## config.mk

```make
export PLATFORM = sky130hd
export DESIGN_NAME = data_memory_access_stage
export DESIGN_NICKNAME = d
export VERILOG_FILES = /design/src/rtl/data_memory_access_stage.sv
export SDC_FILE = /design/constraint.sdc
export NUM_CORES = 1
export LEC_CHECK = 0
export CAP_MARGIN = 20
export CORE_MARGIN = 2
export CORE_UTILIZATION = 47
export CTS_CLUSTER_DIAMETER = 80
export DETAILED_ROUTE_END_ITERATION = 16
export PLACE_DENSITY = 0.95
export SLEW_MARGIN = 10
export SYNTH_ARGS = -nofsm -noshare
export SYNTH_HDL_FRONTEND = slang
export SYNTH_SLANG_ARGS = --single-unit
```

## constraint.sdc

```tcl
create_clock -name clock -period 11.1 [get_ports clock]
set_input_delay 2.775 -clock clock [delete_from_list [all_inputs] [get_ports clock]]
set_output_delay 2.775 -clock clock [all_outputs]
set_load 0.02 [all_outputs]
```

## src/rtl/data_memory_access_stage.sv

```systemverilog
`default_nettype none
// ============================================================================
//  Module      : data_memory_access_stage
//  Description : Memory-access stage of a 5-stage RISC-V pipeline. It sits
//                between the EX/MEM and MEM/WB pipeline registers. It issues
//                loads and stores on a request/ready data bus, aligns and
//                extends load data, and stalls upstream while an access is
//                outstanding. Misaligned or illegal accesses and bus timeouts
//                raise a one-cycle accessFault.
//  Revision    : 1.0 - initial release
// ----------------------------------------------------------------------------
//  Ports
//    clock, reset                 : rising-edge clock, async active-high reset
//    memRead, memWrite, funct3    : decoded memory operation and size/sign
//    aluData, storeData           : effective address / ALU result, rs2 value
//    registerWriteEnable, rd,
//    writeBackFromMemoryOrAlu     : write-back controls from upstream
//    memReq, memWe, memAddr,
//    memWdata, memByteEnable      : registered data-bus request
//    memReady, memRdata           : data-bus completion and read word
//    memoryReadData               : aligned/extended load result
//    aluDataOut, rdOut,
//    registerWriteEnableOut,
//    writeBackFromMemoryOrAluOut  : write-back controls to MEM/WB
//    stall                        : hold upstream registers and PC
//    accessFault                  : one-cycle fault indication
// ============================================================================
module data_memory_access_stage #(
  parameter int TIMEOUT_CYCLES = 16
) (
  input  logic        clock,
  input  logic        reset,
  input  logic        memRead,
  input  logic        memWrite,
  input  logic [2:0]  funct3,
  input  logic [31:0] aluData,
  input  logic [31:0] storeData,
  input  logic        registerWriteEnable,
  input  logic [4:0]  rd,
  input  logic        writeBackFromMemoryOrAlu,
  output logic        memReq,
  output logic        memWe,
  output logic [31:0] memAddr,
  output logic [31:0] memWdata,
  output logic [3:0]  memByteEnable,
  input  logic        memReady,
  input  logic [31:0] memRdata,
  output logic [31:0] memoryReadData,
  output logic [31:0] aluDataOut,
  output logic        registerWriteEnableOut,
  output logic [4:0]  rdOut,
  output logic        writeBackFromMemoryOrAluOut,
  output logic        stall,
  output logic        accessFault
);

  localparam logic [7:0] c_timeout_limit = TIMEOUT_CYCLES[7:0];

  typedef enum logic [1:0] {
    ST_IDLE = 2'd0,
    ST_WAIT = 2'd1,
    ST_DONE = 2'd2
  } state_t;

  state_t      state_q, state_d;
  logic        mem_req_q, mem_req_d;
  logic        mem_we_q, mem_we_d;
  logic [31:0] mem_addr_q, mem_addr_d;
  logic [31:0] mem_wdata_q, mem_wdata_d;
  logic [3:0]  mem_be_q, mem_be_d;
  logic [31:0] result_q, result_d;
  logic [7:0]  count_q, count_d;
  logic        timeout_q, timeout_d;

  // --------------------------------------------------------------------------
  // Access decode
  // --------------------------------------------------------------------------
  logic        w_is_mem;
  logic        w_funct3_ok;
  logic        w_misaligned;
  logic        w_illegal;
  logic [1:0]  w_size;
  logic [3:0]  w_lanes;
  logic [31:0] w_store_word;
  logic [7:0]  w_byte;
  logic [15:0] w_half;
  logic [31:0] w_load_data;
  logic [7:0]  w_count_inc;

  assign w_is_mem = memRead | memWrite;
  assign w_size   = funct3[1:0];

  // Stores only know sb/sh/sw; loads additionally allow lbu/lhu.
  assign w_funct3_ok = memWrite ? (!funct3[2] && (funct3[1:0] != 2'b11))
                                : ((funct3 != 3'b011) && (funct3 != 3'b110) &&
                                   (funct3 != 3'b111));

  assign w_misaligned = ((w_size == 2'b10) && (aluData[1:0] != 2'b00)) ||
                        ((w_size == 2'b01) && aluData[0]);

  assign w_illegal = w_is_mem &
                     ((memRead & memWrite) | !w_funct3_ok | w_misaligned);

  always_comb begin
    w_lanes      = 4'b1111;
    w_store_word = storeData;
    case (w_size)
      2'b00: begin
        w_lanes      = 4'b0001 << aluData[1:0];
        w_store_word = {4{storeData[7:0]}};
      end
      2'b01: begin
        w_lanes      = aluData[1] ? 4'b1100 : 4'b0011;
        w_store_word = {2{storeData[15:0]}};
      end
      default: begin
        w_lanes      = 4'b1111;
        w_store_word = storeData;
      end
    endcase
  end

  // Load extraction from the returned word, using the held address/funct3.
  always_comb begin
    case (aluData[1:0])
      2'b00:   w_byte = memRdata[7:0];
      2'b01:   w_byte = memRdata[15:8];
      2'b10:   w_byte = memRdata[23:16];
      default: w_byte = memRdata[31:24];
    endcase
    w_half = aluData[1] ? memRdata[31:16] : memRdata[15:0];
    case (funct3)
      3'b000:  w_load_data = {{24{w_byte[7]}}, w_byte};
      3'b001:  w_load_data = {{16{w_half[15]}}, w_half};
      3'b100:  w_load_data = {24'd0, w_byte};
      3'b101:  w_load_data = {16'd0, w_half};
      default: w_load_data = memRdata;
    endcase
  end

  assign w_count_inc = count_q + 8'd1;

  // --------------------------------------------------------------------------
  // Next-state and output logic
  // --------------------------------------------------------------------------
  always_comb begin
    state_d     = state_q;
    mem_req_d   = mem_req_q;
    mem_we_d    = mem_we_q;
    mem_addr_d  = mem_addr_q;
    mem_wdata_d = mem_wdata_q;
    mem_be_d    = mem_be_q;
    result_d    = result_q;
    count_d     = count_q;
    timeout_d   = timeout_q;

    stall                  = 1'b0;
    accessFault            = 1'b0;
    memoryReadData         = 32'd0;
    registerWriteEnableOut = registerWriteEnable;

    case (state_q)
      ST_IDLE: begin
        if (w_is_mem) begin
          if (w_illegal) begin
            accessFault            = 1'b1;
            registerWriteEnableOut = 1'b0;
          end else begin
            // The instruction is not complete while stalled, so nothing
            // is allowed to reach the register file yet.
            stall                  = 1'b1;
            registerWriteEnableOut = 1'b0;
            mem_req_d              = 1'b1;
            mem_we_d               = memWrite;
            mem_addr_d             = {aluData[31:2], 2'b00};
            mem_wdata_d            = memWrite ? w_store_word : 32'd0;
            mem_be_d               = w_lanes;
            count_d                = 8'd0;
            timeout_d              = 1'b0;
            result_d               = 32'd0;
            state_d                = ST_WAIT;
          end
        end
      end

      ST_WAIT: begin
        stall                  = 1'b1;
        registerWriteEnableOut = 1'b0;
        count_d                = w_count_inc;
        // memReady is checked first so a completion on the final allowed
        // cycle still wins over the timeout.
        if (memReady) begin
          result_d  = mem_we_q ? 32'd0 : w_load_data;
          mem_req_d = 1'b0;
          state_d   = ST_DONE;
        end else if (w_count_inc == c_timeout_limit) begin
          mem_req_d = 1'b0;
          timeout_d = 1'b1;
          state_d   = ST_DONE;
        end
      end

      ST_DONE: begin
        memoryReadData = result_q;
        if (timeout_q) begin
          accessFault            = 1'b1;
          registerWriteEnableOut = 1'b0;
        end
        timeout_d = 1'b0;
        state_d   = ST_IDLE;
      end

      default: begin
        state_d = ST_IDLE;
      end
    endcase

    // Reset abandons any access immediately: nothing stalls, faults or
    // writes back while it is held.
    if (reset) begin
      stall                  = 1'b0;
      accessFault            = 1'b0;
      memoryReadData         = 32'd0;
      registerWriteEnableOut = 1'b0;
    end
  end

  always_ff @(posedge clock or posedge reset) begin
    if (reset) begin
      state_q     <= ST_IDLE;
      mem_req_q   <= 1'b0;
      mem_we_q    <= 1'b0;
      mem_addr_q  <= 32'd0;
      mem_wdata_q <= 32'd0;
      mem_be_q    <= 4'd0;
      result_q    <= 32'd0;
      count_q     <= 8'd0;
      timeout_q   <= 1'b0;
    end else begin
      state_q     <= state_d;
      mem_req_q   <= mem_req_d;
      mem_we_q    <= mem_we_d;
      mem_addr_q  <= mem_addr_d;
      mem_wdata_q <= mem_wdata_d;
      mem_be_q    <= mem_be_d;
      result_q    <= result_d;
      count_q     <= count_d;
      timeout_q   <= timeout_d;
    end
  end

  assign memReq        = mem_req_q;
  assign memWe         = mem_we_q;
  assign memAddr       = mem_addr_q;
  assign memWdata      = mem_wdata_q;
  assign memByteEnable = mem_be_q;

  assign aluDataOut                  = aluData;
  assign rdOut                       = rd;
  assign writeBackFromMemoryOrAluOut = writeBackFromMemoryOrAlu;

endmodule
`default_nettype wire

```

### Yosys cells after proc, flatten, opt, wreduce, memory -nomap -nowiden

Index checks and enable logic that the tools add are counted.

| word-level totals | value |
|---|---|
| bits in registers | 111 |
| input port bits | 111 |
| output and inout port bits | 143 |
| word-level logic and storage cells | 104 |

| cells by class | value |
|---|---|
| add/subtract/negate cells | 1 |
| equality and inequality tests | 20 |
| shift-type cells | 1 |
| multiplexer cells | 46 |
| bitwise logic cells | 6 |
| reduce and logical (&&, ||, !) cells | 21 |

Operators with widths:

| operator | number |
|---|---|
| 2-to-1 mux 32 bit | 7 |
| one-hot mux 32 bit (2 select lines) | 2 |
| one-hot mux 32 bit (4 select lines) | 1 |
| one-hot mux 8 bit (3 select lines) | 1 |
| 2-to-1 mux 1 bit | 19 |
| 2-to-1 mux 16 bit | 1 |
| 2-to-1 mux 8 bit | 2 |
| one-hot mux 8 bit (2 select lines) | 1 |
| != test 2 bit, second input constant | 6 |
| != test 3 bit, second input constant | 3 |
| AND reduction 3 bit | 3 |
| adder 8 x 1 -> 8 bit, second input constant | 1 |
| == test 8 x 5 -> 1 bit, second input constant | 1 |
| 2-to-1 mux 2 bit | 4 |
| one-hot mux 4 bit (2 select lines) | 1 |
| AND reduction 4 bit | 2 |
| == test 2 x 1 -> 1 bit, second input constant | 3 |
| == test 2 bit, second input constant | 3 |
| == test 3 bit, second input constant | 2 |
| zero test 2 bit | 3 |
| one-hot mux 1 bit (2 select lines) | 3 |
| one-hot mux 1 bit (3 select lines) | 2 |
| logical AND 1 bit | 5 |
| AND reduction 5 bit | 1 |
| other kinds (13) | 18 |

### Logic depth before layout (Yosys ltp)

Gate-level depths: netlist of the first run.

| logic depth | value |
|---|---|
| word-level depth | 12 |
| depth in mapped cells | 7 |
| gate-level depth less buffers | 5 |

### Worst setup path after synthesis of the first run

Ideal clock, no wire load.

| path | value |
|---|---|
| path type | input -> output |
| start point | input reset |
| end point | output memoryReadData[10] |
| arrival | 6.005 ns |
| data required time | 8.325 ns |
| setup slack | 2.320 ns |
| stages on the path | 4 |
| buffers on the path | 1 |
| path through | inv_1 -> and3_1 -> clkbuf_1 -> and2_1 |

| on the way | value |
|---|---|
| cells in the longest elaborated chain, start to end | 1 |

RTL lines:

| element | line | RTL |
|---|---|---|
| start: declaration | 32 | `input logic reset,` |
| 2-to-1 mux 32 bit | 220 | `if (reset) begin` |
| end: declaration | 48 | `output logic [31:0] memoryReadData,` |

Every way passes these cells.

### Worst setup path after layout of the first run

| path | value |
|---|---|
| start point | input aluData[1] |
| end point | output stall |

| on the way | value |
|---|---|
| cells in the longest elaborated chain, start to end | 9 |

RTL lines:

| element | line | RTL |
|---|---|---|
| start: declaration | 36 | `input logic [31:0] aluData,` |
| nonzero test 2 bit | 98 | `assign w_misaligned = ((w_size == 2'b10) && (aluData[1:0] != 2'b00)) \|\|` |
| logical AND 1 bit | 98 |  |
| logical OR 1 bit | 98 |  |
| bitwise OR 1 bit | 102 | `((memRead & memWrite) \| !w_funct3_ok \| w_misaligned);` |
| bitwise AND 1 bit | 101 | `assign w_illegal = w_is_mem &` |
| 2-to-1 mux 1 bit | 165 | `if (w_illegal) begin` |
| 2-to-1 mux 1 bit | 164 | `if (w_is_mem) begin` |
| one-hot mux 1 bit (2 select lines) | 162 | `case (state_q)` |
| 2-to-1 mux 1 bit | 220 |  |
| end: declaration | 53 | `output logic stall,` |

Every way passes these cells.

==> results of run 1 <==
## logic make-up after synthesis
family | count (synthesis) | synth area share (%)
AND/OR/NAND/NOR | 141 | 12.61
buffers and inverters | 105 | 9.762
other | 1 | 0.06147
flip-flops | 111 | 45.53
AO/OA/AOI/OAI | 121 | 15.81
adder cells (fa/ha/maj) | 1 | 0.2051
multiplexers | 89 | 16.02
## sequential cells by signal (all words and copies together) (netlist names)
register	flops
memWe	1
memByteEnable	4
timeout_q	1
result_q	32
count_q	8
memAddr	30
memReq	1
state_q	2
memWdata	32
## layout make-up
| cell class | count | share of cell area, % |
|---|---|---|
| Multi-Input combinational cell | 354 | 31.81 |
| Tap cell | 172 | 2.501 |
| Timing Repair Buffer | 246 | 28.58 |
| Inverter | 25 | 1.120 |
| Sequential cell | 111 | 32.28 |
| Clock inverter | 4 | 0.6106 |
| Clock buffer | 12 | 3.097 |
## through the flow
step	utilization, %	total power [mW]	instances
global route	67.92	1.590	924
detailed placement	65.13	1.183	907
global placement	65.13	1.156	907
finish	67.92	1.522	924
floorplan	-	0.9013	570
CTS	67.65	1.531	923
## layout by cell type (no fill, tap or decap), types with 4 or more instances in the layout
master | Yosys | routed
and2_1 | 33 | 33
nor2_1 | 11 | 11
inv_1 | 24 | 23
a211o_1 | 8 | 8
nand2_1 | 46 | 46
o2bb2ai_1 | 10 | 10
clkbuf_16 | 0 | 9
or2_2 | 4 | 4
dfrtp_1 | 111 | 111
a22o_1 | 17 | 17
clkdlybuf4s50_1 | 0 | 238
o21ai_0 | 21 | 21
nor2b_1 | 11 | 11
mux2_2 | 46 | 46
buf_4 | 43 | 6
nor3_1 | 5 | 5
or3_1 | 8 | 8
a221o_1 | 23 | 23
a21boi_0 | 8 | 8
mux2i_1 | 38 | 38
a21oi_1 | 11 | 11
and3b_1 | 7 | 7
## routing by layer
metal / GRT usage, % / wire, um / share of wire [%]
met5: 0 / 0 / 0
met4: 10.99 / 575 / 3.3
met3: 5.669 / 1170 / 6.8
met2: 42.95 / 8870 / 51
met1: 29.33 / 6689 / 39
## how the worst max path moves through the flow
stage          cells after the start                  to  slack, ns        from
4_1_cts                            6               stall       3.00  aluData[1]
6_report                           6               stall       2.99  aluData[1]
5_1_grt                            6               stall       2.82  aluData[1]
2_1_floorplan                      4  memoryReadData[10]       2.32       reset
3_5_place_dp                       6               stall       3.01  aluData[1]
3_3_place_gp                       6               stall       3.10  aluData[1]
## power by group through the flow
stage	clock (mW)	sequential [mW]	combinational [mW]
after floorplan	0	0.688	0.213
after global placement	0	0.595	0.561
after detailed placement	0	0.604	0.579
after CTS	0.348	0.600	0.584
after global routing	0.363	0.613	0.614
final	0.342	0.600	0.580
==> results.json, run 1 <==
{
  "place.gp.congestion": 0.9684,
  "drt_iter0_drc": 457,
  "vias": 5144,
  "crit_type": "in -> out",
  "clkSinkCount": 111,
  "synth_top_area_share_pct": 45.53,
  "worst_hold_slack_ns": 0.4882,
  "holdCritStartpoint": "result_q[3]",
  "htreeDepth": 3,
  "tns_ns": 0,
  "cts_buffer_depth": 2,
  "ant_nets": 0,
  "fin_crit_ns": 8.106,
  "antenna_found_initial": 0,
  "via_per_inst": 5.567,
  "path_cells": "clkdlybuf4s50_1, o41ai_4, a41oi_1, or2_2, nor2_1, clkdlybuf4s50_1",
  "ys_warn_count": 0,
  "critPathArrivalTime_ns": 5.33,
  "setup_viol": 0,
  "worst_pin_slew_ns": 1.031,
  "numPortBuffers": 239,
  "areaGrowthSynthToFinish_pct": 41.06,
  "synthTopCellsByCount": "111 x dfrtp_1, 46 x mux2_2, 46 x nand2_1",
  "pwr-share-clk_pct": 22.5,
  "hold_end": "result_q[3]",
  "yosysSeqAreaShare_pct": 45.53,
  "synth_edf_count": 0,
  "ys_types": 55,
  "overflow": 0,
  "grt_pass1_vias": 5248,
  "initial_core_util_pct": 48.15,
  "async_flop_share_pct": 100.0,
  "multiInputGateArea_um2": 2738,
  "power_frac_seq_pct": 39.4,
  "grt_pass1_wl_um": 27520,
  "fin_nets": 859,
  "p_comb_share_pct": 38.1,
  "place_hpwl_um": 12620,
  "rows": 41,
  "synth_area_leader_cell": "dfrtp_1",
  "r2r-end": "result_q[18]",
  "critPathTopFamily": "buffers and inverters",
  "setup_ws_ns": 2.994,
  "cp_max_fo": 16,
  "placed_area_um2": 8253,
  "ff2ff_path_depth": 5,
  "firstDrtPassIters": 5,
  "syn-cell-area_um2": 6101,
  "max-cap-violations": 0,
  "ioPinCount": 254,
  "critPathLaunchType": "primary input",
  "cp.required_ns": 8.33,
  "crit_slowest_cell": "clkdlybuf4s50_1",
  "die_y_um": 117.9,
  "critPathMostFrequentCell": "clkdlybuf4s50_1",
  "rr_startpoint": "state_q[1]",
  "internal-power_mw": 1.014,
  "fill_cells": 940,
  "wire_per_inst_um": 18.73,
  "crit_path_end_kind": "output pin",
  "rsz0062_at_grt": "false",
  "synth_ff_type": "dfrtp_1",
  "postCtsSetupBuffers": 0,
  "p_sw_share_pct": 33.39,
  "cts-root-buf": "clkbuf_16",
  "p_sw_mw": 0.5083,
  "dieArea_um2": 13910,
  "hold_depth": 1,
  "timing.final.crit_share_pct": 73.03,
  "grt_usage_pct": 24.78,
  "synth_most_common_cell": "dfrtp_1",
  "cp_num_buf_inv": 2,
  "die-width_um": 117.9,
  "peakVddDrop_mv": 0.09950,
  "post-place-ws_ns": 3.015,
  "cts_resized": 0,
  "grt_max_degree": 85,
  "syn_inst": 569,
  "diodes": 0,
  "synth_area_leaders": "dfrtp_1 46%, mux2_2 8.5%, mux2i_1 6.2%",
  "design_area_um2": 8606,
  "core_region_area_um2": 12670,
  "drive_above_1_share_pct": 11.04,
  "powerDensity_nw_per_um2": 176.9,
  "report.final.hold_viol_count": 0,
  "maxSlewViolCount": 0,
  "tritoncts": "yes",
  "cts_hold_buffers": 0,
  "drt_wl_total_um": 17310,
  "cts_buffers": 9,
  "ys_seq_elements": 111,
  "seqCellArea_um2": 2778,
  "r2r_slack_ns": 8.83,
  "hold_path.class": "reg -> reg",
  "status": "complete, no violations",
  "leakagePower_nw": 3.666,
  "skew_ns": 0.006264,
  "clkTransAtPathRegs_ns": 0.07,
  "drc": 0,
  "max_freq_mhz": 123.4,
  "clk_latency_ns": 0.35,
  "max_slew_margin_pct": 31.26,
  "slowest_delay_ns": 0.74,
  "avgSynthCellArea_um2": 10.72
}
Power figures use the tool's default switching activity.
==> inputs of run 2 (changes only) <==
--- a/config.mk
+++ b/config.mk
@@ -7,10 +7,10 @@
 export LEC_CHECK = 0
 export CAP_MARGIN = 20
 export CORE_MARGIN = 2
-export CORE_UTILIZATION = 47
+export CORE_UTILIZATION = 39
 export CTS_CLUSTER_DIAMETER = 80
 export DETAILED_ROUTE_END_ITERATION = 16
-export PLACE_DENSITY = 0.95
+export PLACE_DENSITY = 0.88
 export SLEW_MARGIN = 10
 export SYNTH_ARGS = -nofsm -noshare
 export SYNTH_HDL_FRONTEND = slang
==> constraint.sdc (replaced) <==
create_clock -name clock -period 6.9 [get_ports clock]
set_input_delay 1.725 -clock clock [delete_from_list [all_inputs] [get_ports clock]]
set_output_delay 1.725 -clock clock [all_outputs]
set_load 0.02 [all_outputs]
==> run 2 against run 1 <==
  * Sequential power rose by 59%
  * Worst hold slack got worse by 0.0028 ns
  * Total power rose by 58%
  * Combinational power rose by 59%
  * Core utilization fell by 11 points
  * Register-to-register slack got worse by 4.2 ns
  * Critical path depth rose by 1
  * Worst setup slack got worse by 1.8 ns
  * Global-route usage fell by 5.2 points
  * Critical path type unchanged
==> results.json, run 2 (synthesis results as in run 1) <==
{
  "critPathMostFrequentCell": "clkdlybuf4s50_1",
  "fin_nets": 862,
  "cts_buffer_depth": 2,
  "tns_ns": 0,
  "crit_path_end_kind": "output pin",
  "setup_viol": 0,
  "post-place-ws_ns": 1.199,
  "timing.final.crit_share_pct": 82.75,
  "drt_iter0_drc": 394,
  "antenna_found_initial": 0,
  "powerDensity_nw_per_um2": 279.4,
  "p_total_mw": 2.412,
  "placed_area_um2": 8332,
  "skew_ns": 0.007826,
  "wire_per_inst_um": 17.46,
  "initial_core_util_pct": 39.98,
  "die_y_um": 129.1,
  "cts_buffers": 9,
  "postCtsSetupBuffers": 0,
  "overflow": 0,
  "status": "complete, no violations",
  "final_cell_mix": "238 x clkdlybuf4s50_1, 111 x dfrtp_1, 46 x nand2_1, 46 x mux2_2, 38 x mux2i_1",
  "diodes": 0,
  "max_slew_margin_pct": 29.02,
  "grt_pass1_wl_um": 25660,
  "cts_hold_buffers": 0,
  "crit_type": "in -> out",
  "path_cells": "clkdlybuf4s50_1, buf_4, o41ai_4, a41oi_1, or2_2, nor2_1, clkdlybuf4s50_1",
  "setup_ws_ns": 1.190,
  "cp_max_fo": 17,
  "firstDrtPassIters": 4,
  "fin_crit_ns": 5.710,
  "areaGrowthSynthToFinish_pct": 41.47,
  "htreeDepth": 3,
  "vias": 4971,
  "via_per_inst": 5.146,
  "numPortBuffers": 239,
  "max_freq_mhz": 175.1,
  "cts_resized": 0,
  "drt_wl_total_um": 16870,
  "drive_above_1_share_pct": 10.99,
  "cts-root-buf": "clkbuf_16",
  "clk_latency_ns": 0.35,
  "leakagePower_nw": 3.668,
  "fin_cells": 966,
  "grt_usage_pct": 19.61,
  "ant_nets": 0,
  "rsz0062_at_grt": "false",
  "dp_cells": 950,
  "drc": 0,
  "grt_max_degree": 71,
  "place.gp.congestion": 0.8318,
  "design_area_um2": 8631,
  "crit_slowest_cell": "clkdlybuf4s50_1",
  "rows": 45,
  "final_common_cell": "clkdlybuf4s50_1",
  "core_region_area_um2": 15260,
  "tritoncts": "yes",
  "dieArea_um2": 16660,
  "grt_pass1_vias": 4702,
  "ioPinCount": 254,
  "clkTransAtPathRegs_ns": 0.07,
  "worst_hold_slack_ns": 0.4855,
  "hold_path.class": "reg -> reg",
  "peakVddDrop_mv": 0.1652,
  "max-cap-violations": 0,
  "worst_pin_slew_ns": 1.065,
  "die-width_um": 129.1,
  "maxSlewViolCount": 0,
  "place_hpwl_um": 12280,
  "critPathArrivalTime_ns": 3.98,
  "clkSinkCount": 111,
  "slowest_delay_ns": 0.60,
  "final_util_pct": 56.56,
  "cp.required_ns": 5.18,
  "report.final.hold_viol_count": 0,
  "critPathLaunchType": "primary input"
}
## run 2: cell types whose count changed in the layout (fill, tap and decap cells not counted), moves of 2 or more
cell / previous run / this run
clkinvlp_4: 3 / 1
clkbuf_1: 0 / 2
clkbuf_8: 3 / 0
buf_4: 6 / 10
## run 2: cell type report
| cell class | instances | area (um^2) |
|---|---|---|
| Inverter | 25 | 96.34 |
| Clock inverter | 5 | 66.31 |
| Sequential cell | 111 | 2778 |
| Multi-Input combinational cell | 354 | 2731 |
| Fill cell | 1266 | 6628 |
| Clock buffer | 11 | 232.7 |
| Tap cell | 211 | 264.0 |
| Timing Repair Buffer | 249 | 2462 |
## run 2: critical path: cells and delay by family
kind	cells	cell delay, ns
AO/OA/AOI/OAI	2	0.58
AND/OR/NAND/NOR	2	0.49
buffers and inverters	3	1.18
## run 2: power breakdown
part	internal, mW	total [mW]	switching (mW)
Sequential	0.838	0.954	0.117
Combinational	0.480	0.924	0.444
Clock	0.287	0.533	0.246
## run 2: layer usage
| layer | share of wire (%) | GRT usage, % |
|---|---|---|
| met1 | 43 | 26.23 |
| met2 | 49 | 32.06 |
| met3 | 6.1 | 4.088 |
| met4 | 1.6 | 6.330 |
| met5 | 0 | 0 |
## run 2: path summary, 6_finish.rpt
| path | startpoint | endpoint | slack [ns] | cells past startpoint |
|---|---|---|---|---|
| max | aluData[0] | stall | 1.19 | 7 |
| min | result_q[4] | result_q[4] | 0.49 | 1 |
| max reg2reg | state_q[1] | memAddr[28] | 4.59 | 3 |
| min reg2reg | result_q[4] | result_q[4] | 0.49 | 1 |
| max in group asynchronous | reset | memWdata[5] | 3.63 | 4 |
| min in group asynchronous | reset | result_q[23] | 1.95 | 3 |
